File: config.mk
export PLATFORM = sky130hd
export DESIGN_NAME = mux4_scan_ctrl
export DESIGN_NICKNAME = d
export VERILOG_FILES = /design/src/rtl/mux4_scan_ctrl.sv
export SDC_FILE = /design/constraint.sdc
export NUM_CORES = 1
export LEC_CHECK = 0
export ABC_AREA = 0
export BUFFER_PORTS_ARGS = -buffer_cell sky130_fd_sc_hd__buf_2
export CORE_MARGIN = 4
export CORE_UTILIZATION = 52
export DETAILED_ROUTE_END_ITERATION = 12
export PLACE_DENSITY = 0.83
export SLEW_MARGIN = 15
export SYNTH_ARGS = -nofsm -noshare
export SYNTH_HDL_FRONTEND = slang
export SYNTH_SLANG_ARGS = --single-unit
File: constraint.sdc
create_clock -name clk -period 2 [get_ports clk]
set_clock_uncertainty 0.15 [all_clocks]
set_input_delay 0.4 -clock clk [delete_from_list [all_inputs] [get_ports clk]]
set_output_delay 0.4 -clock clk [all_outputs]
set_load 0.005 [all_outputs]
File: src/rtl/mux4_scan_ctrl.sv
// Select-line sequencer for a 4x1 mux: scans the enabled channels in ascending
// order, holds each select for DWELL cycles, and captures the mux output per channel.
module mux4_scan_ctrl #(
  parameter int unsigned DWELL = 2
) (
  input  logic       clk,
  input  logic       rst,
  input  logic       start,
  input  logic [3:0] mask,
  input  logic       mux_o,
  output logic       s1,
  output logic       s0,
  output logic [3:0] sample,
  output logic       busy,
  output logic       valid
);

  typedef enum logic {
    IDLE,
    SCAN
  } state_t;

  localparam logic [3:0] RELOAD = 4'(DWELL - 1);

  state_t     state_q, state_d;
  logic [1:0] sel_q, sel_d;
  logic [3:0] cnt_q, cnt_d;
  logic [3:0] mask_q, mask_d;
  logic [3:0] sample_q, sample_d;
  logic       valid_q, valid_d;

  logic [1:0] first_ch;
  logic [1:0] next_ch;
  logic       next_found;

  // Walk from high to low so the lowest qualifying channel is the one left standing.
  always_comb begin
    first_ch   = '0;
    next_ch    = '0;
    next_found = 1'b0;
    for (int unsigned i = 0; i < 4; i++) begin
      if (mask[3 - i]) first_ch = 2'(3 - i);
      if (mask_q[3 - i] && (2'(3 - i) > sel_q)) begin
        next_ch    = 2'(3 - i);
        next_found = 1'b1;
      end
    end
  end

  always_comb begin
    state_d  = state_q;
    sel_d    = sel_q;
    cnt_d    = cnt_q;
    mask_d   = mask_q;
    sample_d = sample_q;
    valid_d  = 1'b0;
    unique case (state_q)
      IDLE: begin
        if (start) begin
          sample_d = '0;
          if (mask != 4'b0000) begin
            mask_d  = mask;
            sel_d   = first_ch;
            cnt_d   = RELOAD;
            state_d = SCAN;
          end else begin
            valid_d = 1'b1;
          end
        end
      end
      SCAN: begin
        if (cnt_q != 4'd0) begin
          cnt_d = cnt_q - 4'd1;
        end else begin
          sample_d[sel_q] = mux_o;
          if (next_found) begin
            sel_d = next_ch;
            cnt_d = RELOAD;
          end else begin
            sel_d   = '0;
            valid_d = 1'b1;
            state_d = IDLE;
          end
        end
      end
      default: state_d = IDLE;
    endcase
  end

  always_ff @(posedge clk) begin
    if (rst) begin
      state_q  <= IDLE;
      sel_q    <= '0;
      cnt_q    <= '0;
      mask_q   <= '0;
      sample_q <= '0;
      valid_q  <= 1'b0;
    end else begin
      state_q  <= state_d;
      sel_q    <= sel_d;
      cnt_q    <= cnt_d;
      mask_q   <= mask_d;
      sample_q <= sample_d;
      valid_q  <= valid_d;
    end
  end

  assign s1     = sel_q[1];
  assign s0     = sel_q[0];
  assign sample = sample_q;
  assign busy   = (state_q == SCAN);
  assign valid  = valid_q;

endmodule
**Word-level counts from Yosys, hierarchy flattened**

Cells that the tools add are included.

- Register bits after elaboration: 16
- Output and inout port bits: 8
- Bits of input ports: 8

- $add $sub $neg: 1
- Reduce and logical (&&, ||, !) cells: 11
- Equality and inequality tests: 4
- Muxes and demuxes: 38
- Bitwise operators: 1
- $lt $le $gt $ge: 6

Operators with widths:

| operator | number |
|---|---|
| $mux W2 | 12 |
| $mux W4 | 6 |
| $pmux W4 S2 | 2 |
| $mux W1 | 13 |
| $reduce_and A3 Y1 | 3 |
| $reduce_bool A4 Y1 | 2 |
| $ne A2 B2 Y1 const B | 3 |
| $logic_and A1 B1 Y1 | 5 |
| $bwmux W4 | 1 |
| $gt A1 B2 Y1 const A | 2 |
| $gt A2 B2 Y1 const A | 2 |
| $pmux W1 S2 | 2 |
| $pmux W2 S2 | 1 |
| $sub A4 B1 Y4 const B | 1 |
| $lt A2 B3 Y1 const B | 1 |
| $ne A3 B1 Y1 const B | 1 |
| $demux W1 S2 | 1 |
| $ge A2 B1 Y1 const B | 1 |
| $reduce_and A2 Y1 | 1 |
| $not A1 Y1 | 1 |

**Depth between registers and ports, before layout**

Gate-level depths: netlist (run 1).

- Depth in word-level cells: 9
- Depth in mapped cells: 7
- Depth with buffers taken out: 6

**Least setup slack after synthesis (run 1)**

No wires, ideal clock.

- Kind: register to register
- From: register cnt_q[0]
- To: register sel_q[0]
- Path slack: 0.335 ns
- Setup time: 0.091 ns
- Arrival: 1.424 ns
- Buffers on the path: 1
- Cell stages (with the launch flop): 8
- Cells stage by stage: dfxtp_1 inv_1 ha_1 nor4bb_1 clkbuf_1 a21o_1 nor2_1 a311oi_1

- Longest elaborated chain between the ends: 3

RTL lines:

| what | RTL line | text |
|---|---|---|
| start, declared | 27 | `logic [3:0] cnt_q, cnt_d;` |
| start signal, assigned | 101 | `cnt_q <= cnt_d;` |
| $reduce_bool A4 Y1 | 72 | `if (cnt_q != 4'd0) begin` |
| $ne A2 B2 Y1 (no source line) | -- |  |
| $reduce_and A3 Y1 (no source line) | -- |  |
| end signal, assigned | 100 | `sel_q <= sel_d;` |
| end, declared | 26 | `logic [1:0] sel_q, sel_d;` |

No other way between the ends.
A chain may end at the register's enable or synchronous reset.

**Worst setup path in the final report (run 1)**

Ends and elaborated chain as after synthesis.

==> reports/qor.yml, run 1 <==
synth:
  ys_seq_elements: 15
  syn-num-nets: 104
  ys_warn_count: 0
  syn_area_um2: 811
  synthTopCellsByCount: "dfxtp_1, nor2_1, nor2b_1"
  syn-instance-count: 94
  syn_area_per_cell_um2: 8.63
  yosysMostFrequentCell: "dfxtp_1"
  synthDistinctLibCells: 40
  yosys.area.top_type: "dfxtp_1"
  synthTopCellsByArea: "dfxtp_1, nor2_1, nor2b_1, o2111ai_4, a21oi_1"
  seq_area_frac_synth: 0.370
  ys.flop_type: "dfxtp_1"
  synth_async_sr_flop_share: 0
  synth_edf_count: 0
  synth_top_area_frac: 0.370
power:
  p_leak_uw: 0.000374
  p_sw_frac: 0.335
  p_comb_frac: 0.277
  powerDensity_nw_per_um2: 799
  ir_drop_uv: 434
  p_switching_uw: 250
  clockPowerShare: 0.240
  p_seq_frac: 0.482
  power.internal_uw: 496
place:
  dp_hpwl_mm: 1.33
  gp_congestion: 0.815
  dpl-instance-area_um2: 907
  preCtsSetupSlack_ns: 0.143
  port_buffers: 15
routing:
  viasPerCell: 6.14
  firstDrtPassIters: 4
  drt-initial-drc-count: 25
  postRouteAntennaNets: 0
  routedWlPerCell_um: 14.2
  drc: 0
  dr_total_vias: 774
  routed_wl_mm: 1.79
timing:
  fin_crit_ns: 1.78
  drv_slew: 0
  max_freq_mhz: 561
  setup_ws_ns: 0.218
  max_slew.worst_pin.slew_ns: 0.358
  setup_viol: 0
  holdWs_ns: 0.263
  slew_headroom: 0.760
  period_share: 0.891
  fin_setup_tns_ns: 0
  rsz0062_at_grt: "no"
  hold_viol_final: 0
floorplanning:
  start_util: 0.586
  dieArea_um2: 2250
  die_h_um: 47.5
  die_w_um: 47.5
  core_area_um2: 1380
  rows: 13
  ios: 16
worst_setup_path:
  crit_required_ns: 2.05
  worstRegToRegCells: 7
  arrival_ns: 1.83
  crit_path_max_fanout: 9
  critPathKind: "reg -> reg"
  end_kind: "register"
  start_kind: "register"
global_routing:
  grt_pass1_wl_mm: 2.87
  grt_start_max_net_pins: 17
  overflow: 0
  grt_pass1_vias: 662
  grt_usage: 0.182
  grt_antenna_before_repair: 0
clock_tree:
  cts-resized-gates: 0
  clkSinkCount: 15
  h-tree-depth: 1
  clk_pin_slew_ns: 0.09
  numCtsBuffers: 3
  clockBufferDepth: 2
  post_cts_buffers: 0
  clk_latency_ns: 0.28
  cts_tree: "built"
  hold_buffers: 0
  clockRootBuffer: "clkbuf_4"
final_layout:
  drive_gt1_frac: 0.243
  nets: 122
  diodes: 0
  final_area_um2: 933
  area_delta_synth_final_pct: 15.1
run:
  max-cap-violations: 0
min_path:
  hold_depth: 3
  hold_class: "in -> reg"
outcome:
  status: "completed"
[logic make-up (layout without fill, tap and decap cells)]
group / count (synthesis) / in the layout / synth area share
buf+inv: 10 / 27 / 0.0478
fa+ha+maj: 2 / 2 / 0.0309
flops: 15 / 15 / 0.370
compound gates: 29 / 29 / 0.279
simple gates: 37 / 37 / 0.259
mux: 1 / 1 / 0.0123
[area by class of cell]
cell class	count	area, um^2
Sequential cell	15	300
Inverter	5	18.8
Tap cell	15	18.8
Fill cell	108	449
Timing Repair Buffer	18	97.6
Multi-Input combinational cell	69	472
Clock buffer	4	26.3
[final timing paths]
kind                          startpoint                     end  slack, ns
setup / recovery   cnt_q[0]$_SDFFE_PP0P_   sel_q[0]$_SDFFE_PP0P_       0.22
hold / removal                   mask[2]  mask_q[2]$_SDFFE_PP0P_       0.26
setup reg to reg   cnt_q[0]$_SDFFE_PP0P_   sel_q[0]$_SDFFE_PP0P_       0.22
hold reg to reg   sample[3]$_SDFFE_PP0P_  sample[3]$_SDFFE_PP0P_       0.32
[metrics by stage]
step | instances | power [uW] | util
after floorplan | 94 | 506 | -
after CTS | 126 | 743 | 0.675
final | 126 | 746 | 0.675
after global placement | 122 | 564 | 0.656
after detailed placement | 122 | 571 | 0.656
after global routing | 126 | 788 | 0.675
[cells in the final DEF (no fill, tap or decap), types with 2 or more instances in the layout]
cell / count
inv_1: 5
clkbuf_4: 3
a31oi_1: 2
nand2_1: 2
o211ai_1: 2
nand2b_1: 3
buf_4: 3
nor2b_1: 6
o21ai_0: 3
nand3_1: 3
a22oi_1: 3
nand4_1: 2
ha_1: 2
o21ai_1: 2
nor2_1: 11
buf_2: 15
a21oi_1: 5
dfxtp_1: 15
[flip-flops by register name, summed over array words and instances (netlist names)]
name and count:
busy 1, cnt_q 4, mask_q 3, sample 4, sel_q 2, valid 1
[per-layer routing]
metal,track usage,wire length [um],part of all wire
met3,0.0451,119,0.066
met5,0,0,0
met4,0.0663,25,0.014
met2,0.297,844,0.47
met1,0.233,801,0.45
[power by group through the flow]
stage	sequential [uW]	combinational, uW	clock [uW]
6_report	359	207	179
5_1_grt	364	230	194
4_1_cts	359	207	178
3_5_place_dp	365	206	0
3_3_place_gp	365	199	0
2_1_floorplan	351	156	0
[worst max-delay path: stages, from the launching register on]
cell	delay (ns)
dfxtp_1	0.33
inv_1	0.10
ha_1	0.21
nor4bb_1	0.24
buf_4	0.22
a21o_1	0.15
nor2_1	0.06
a311oi_1	0.24
Power figures use the tool's default switching activity.
==> run 2, diff against run 1 <==
RECOVER_POWER = 50   (was default)
TNS_END_PERCENT = 1   (was default)
==> reports/qor.yml, run 2 (synthesized netlist as in run 1, its figures left out) <==
floorplanning:
  die_w_um: 47.5
  start_util: 0.586
  dieArea_um2: 2250
  ios: 16
  die_h_um: 47.5
  rows: 13
  core_area_um2: 1380
worst_setup_path:
  critical_path.top_delay_family: "compound AO/OA/AOI/OAI gates"
  path_cells: "inv_1 -> ha_1 -> nor4bb_1 -> buf_4 -> a21o_1 -> nor2_1 -> a311oi_1"
  cpPeakStageDelay_ns: 0.33
  start_kind: "register"
  crit_slowest_cell: "dfxtp_1"
  arrival_ns: 1.83
  end_kind: "register"
  crit_required_ns: 2.05
  worst-path-buf-inv: 2
  crit_path_max_fanout: 9
  critPathKind: "reg -> reg"
final_layout:
  nets: 122
  nFillCells: 113
  final_cell_mix: "dfxtp_1, nor2_1, buf_2, nor2b_1, clkbuf_1"
  utilization: 0.667
  multiInputGateArea_um2: 469
  area_delta_synth_final_pct: 13.7
  seqCellArea_um2: 300
  diodes: 0
  mostFrequentLayoutCell: "dfxtp_1"
  drive_gt1_frac: 0.189
clock_tree:
  numCtsBuffers: 3
  clk_pin_slew_ns: 0.09
  post_cts_buffers: 0
  clockBufferDepth: 2
  cts_tree: "built"
  cts-resized-gates: 0
  h-tree-depth: 1
  clk_latency_ns: 0.29
  clkSinkCount: 15
  hold_buffers: 0
  clockRootBuffer: "clkbuf_4"
power:
  ir_drop_uv: 427
  powerDensity_nw_per_um2: 803
  clockPowerShare: 0.242
  p_seq_frac: 0.486
  power.internal_uw: 492
  p_sw_frac: 0.336
  p_comb_frac: 0.272
  p_leak_uw: 0.000353
  p_switching_uw: 249
routing:
  viasPerCell: 6.08
  routedWlPerCell_um: 14.0
  drt-initial-drc-count: 24
  drc: 0
  postRouteAntennaNets: 0
  dr_total_vias: 766
  routed_wl_mm: 1.77
  firstDrtPassIters: 5
timing:
  rsz0062_at_grt: "no"
  slew_headroom: 0.748
  fin_setup_tns_ns: 0
  drv_slew: 0
  hold_viol_final: 0
  max_freq_mhz: 561
  setup_viol: 0
  fin_crit_ns: 1.78
  period_share: 0.892
  max_slew.worst_pin.slew_ns: 0.378
place:
  gp_congestion: 0.815
  dp_hpwl_mm: 1.33
  port_buffers: 15
global_routing:
  grt_usage: 0.182
  overflow: 0
  grt_antenna_before_repair: 0
  grt_pass1_wl_mm: 2.87
  grt_pass1_vias: 662
  grt_start_max_net_pins: 17
min_path:
  hold_class: "in -> reg"
outcome:
  status: "completed"
run:
  max-cap-violations: 0
run 2: final timing paths:
| kind | start | end | slack, ns | cells past startpoint |
|---|---|---|---|---|
| worst min-delay path | mask[1] | mask_q[1]$_SDFFE_PP0P_ | 0.26 | 3 |
| worst max-delay path | cnt_q[0]$_SDFFE_PP0P_ | sel_q[0]$_SDFFE_PP0P_ | 0.22 | 7 |
| worst max register to register | cnt_q[0]$_SDFFE_PP0P_ | sel_q[0]$_SDFFE_PP0P_ | 0.22 | 7 |
| worst min register to register | sample[3]$_SDFFE_PP0P_ | sample[3]$_SDFFE_PP0P_ | 0.32 | 2 |
run 2: tightest hold or removal path: stages:
cell     delay [ns]
buf_2          0.11
a22oi_1        0.08
nor2_1         0.08
run 2: final cells by class:
class                      instances  area share
multi-input combinational         69       0.509
inverter                           5      0.0204
sequential                        15       0.326
timing repair buffer              18      0.0963
tap                               15      0.0204
clock buffer                       4      0.0285
run 2: power by group through the flow:
stage               combinational, uW  clock [uW]  sequential, uW
floorplan                         156           0             351
global placement                  199           0             365
detailed placement                206           0             365
CTS                               207         178             359
global route                      225         194             364
finish                            202         179             360
run 2: through the flow:
step | worst slack [ns] | instance area, um^2 | std cells | total power, uW | hold WS (ns)
floorplan | 0.335 | 811 | 94 | 506 | 0.305
global placement | 0.178 | 907 | 122 | 564 | 0.303
detailed placement | 0.143 | 907 | 122 | 571 | 0.310
CTS | 0.233 | 933 | 126 | 743 | 0.267
global route | 0.0989 | 922 | 126 | 783 | 0.282
finish | 0.217 | 922 | 126 | 741 | 0.263
run 2: routing by layer:
metal	share of wire	global-route usage
met3	0.085	0.0451
met4	0.014	0.0663
met2	0.48	0.297
met5	0	0
met1	0.42	0.233
==> run 3, diff against run 2 <==
CORE_ASPECT_RATIO = 1.5   (was default)
CORE_UTILIZATION = 30   (was 52)
PLACE_DENSITY = 0.56   (was 0.83)
==> reports/qor.yml, run 3 (synthesized netlist as in run 1, its figures left out) <==
worst_setup_path:
  start_kind: "register"
  regToRegSetupSlack_ns: 0.25
  crit_path_max_fanout: 12
  arrival_ns: 1.27
  reg2reg_from: "cnt_q[0]$_SDFFE_PP0P_"
  critPathKind: "reg -> out"
  crit_path_start: "sel_q[1]$_SDFFE_PP0P_"
  end_kind: "output pin"
  worstRegToRegCells: 6
  reg2reg_to: "cnt_q[2]$_SDFFE_PP0P_"
  crit_required_ns: 1.45
timing:
  max_slew.worst_pin.slew_ns: 0.542
  drv_slew: 0
  fin_crit_ns: 1.82
  slew_headroom: 0.639
  setup_viol: 0
  period_share: 0.912
  max_freq_mhz: 549
  hold_viol_final: 0
  fin_setup_tns_ns: 0
  rsz0062_at_grt: "no"
final_layout:
  diodes: 0
  utilization: 0.385
  seqCellArea_um2: 300
  nFillCells: 273
  nets: 124
  multiInputGateArea_um2: 472
  final_area_um2: 963
  mostFrequentLayoutCell: "dfxtp_1"
  area_delta_synth_final_pct: 18.8
  final_cell_mix: "dfxtp_1, buf_2, nor2_1, nor2b_1, clkbuf_1"
  drive_gt1_frac: 0.212
min_path:
  min_from: "mux_o"
  hold_class: "in -> reg"
  min_to: "sample[2]$_SDFFE_PP0P_"
  hold_depth: 3
power:
  p_sw_frac: 0.326
  power.internal_uw: 498
  powerDensity_nw_per_um2: 766
  p_switching_uw: 241
  p_leak_uw: 0.000364
  ir_drop_uv: 332
  clockPowerShare: 0.231
  power.total_uw: 738
  p_comb_frac: 0.292
  p_seq_frac: 0.477
clock_tree:
  clockRootBuffer: "clkbuf_4"
  clk_pin_slew_ns: 0.09
  h-tree-depth: 1
  clockBufferDepth: 2
  clk_latency_ns: 0.28
  post_cts_buffers: 0
  clkSinkCount: 15
  cts_tree: "built"
  cts-resized-gates: 0
  hold_buffers: 0
  numCtsBuffers: 3
routing:
  firstDrtPassIters: 4
  drt-initial-drc-count: 36
  viasPerCell: 5.10
  postRouteAntennaNets: 0
  drc: 0
  dr_total_vias: 760
  routedWlPerCell_um: 11.9
  routed_wl_mm: 1.78
floorplanning:
  die_h_um: 71.7
  ios: 16
  rows: 22
  core_area_um2: 2500
  die_w_um: 50.4
  start_util: 0.324
  dieArea_um2: 3620
global_routing:
  grt_pass1_wl_mm: 3.07
  grt_pass1_vias: 708
  grt_antenna_before_repair: 0
  grt_start_max_net_pins: 17
  overflow: 0
  grt_usage: 0.106
place:
  gp_congestion: 0.782
  port_buffers: 15
  dpl-instance-area_um2: 948
  dp_hpwl_mm: 1.38
run:
  max-cap-violations: 0
outcome:
  status: "completed"
run 3: per-stage QoR:
stage | std cells | hold slack [ns] | worst slack [ns]
floorplan | 94 | 0.305 | 0.335
detailed placement | 145 | 0.307 | 0.196
global route | 149 | 0.264 | 0.104
global placement | 145 | 0.304 | 0.199
CTS | 149 | 0.254 | 0.225
finish | 149 | 0.256 | 0.177
run 3: worst max-delay path, cell delays in order, from the launching register on:
cell,delay [ns]
dfxtp_1,0.34
clkbuf_1,0.44
buf_2,0.22
run 3: cell type report:
class,instances,area share
Clock buffer,4,0.0273
Inverter,5,0.0195
Multi-Input combinational cell,69,0.490
Sequential cell,15,0.312
Tap cell,36,0.0468
Timing Repair Buffer,20,0.105
run 3: per-layer routing:
layer,GRT usage,vias to the layer above,routed length [um]
li1,-,385,-
met1,0.126,345,756
met2,0.182,28,874
met3,0.0249,2,131
met4,0.0449,0,16
met5,0,-,0
run 3: power by group through the flow:
stage	Sequential, uW	Combinational (uW)	Clock, uW
2_1_floorplan	351	156	0
3_3_place_gp	359	219	0
3_5_place_dp	360	222	0
4_1_cts	353	223	179
5_1_grt	358	242	190
6_report	352	215	171
run 3: worst max-delay path by stage:
| stage | endpoint | slack, ns |
|---|---|---|
| 5_1_grt | s1 | 0.10 |
| 2_1_floorplan | sel_q[0]$_SDFFE_PP0P_ | 0.34 |
| 3_5_place_dp | cnt_q[2]$_SDFFE_PP0P_ | 0.20 |
| 3_3_place_gp | sel_q[0]$_SDFFE_PP0P_ | 0.20 |
| 4_1_cts | cnt_q[2]$_SDFFE_PP0P_ | 0.23 |
| 6_report | s1 | 0.18 |
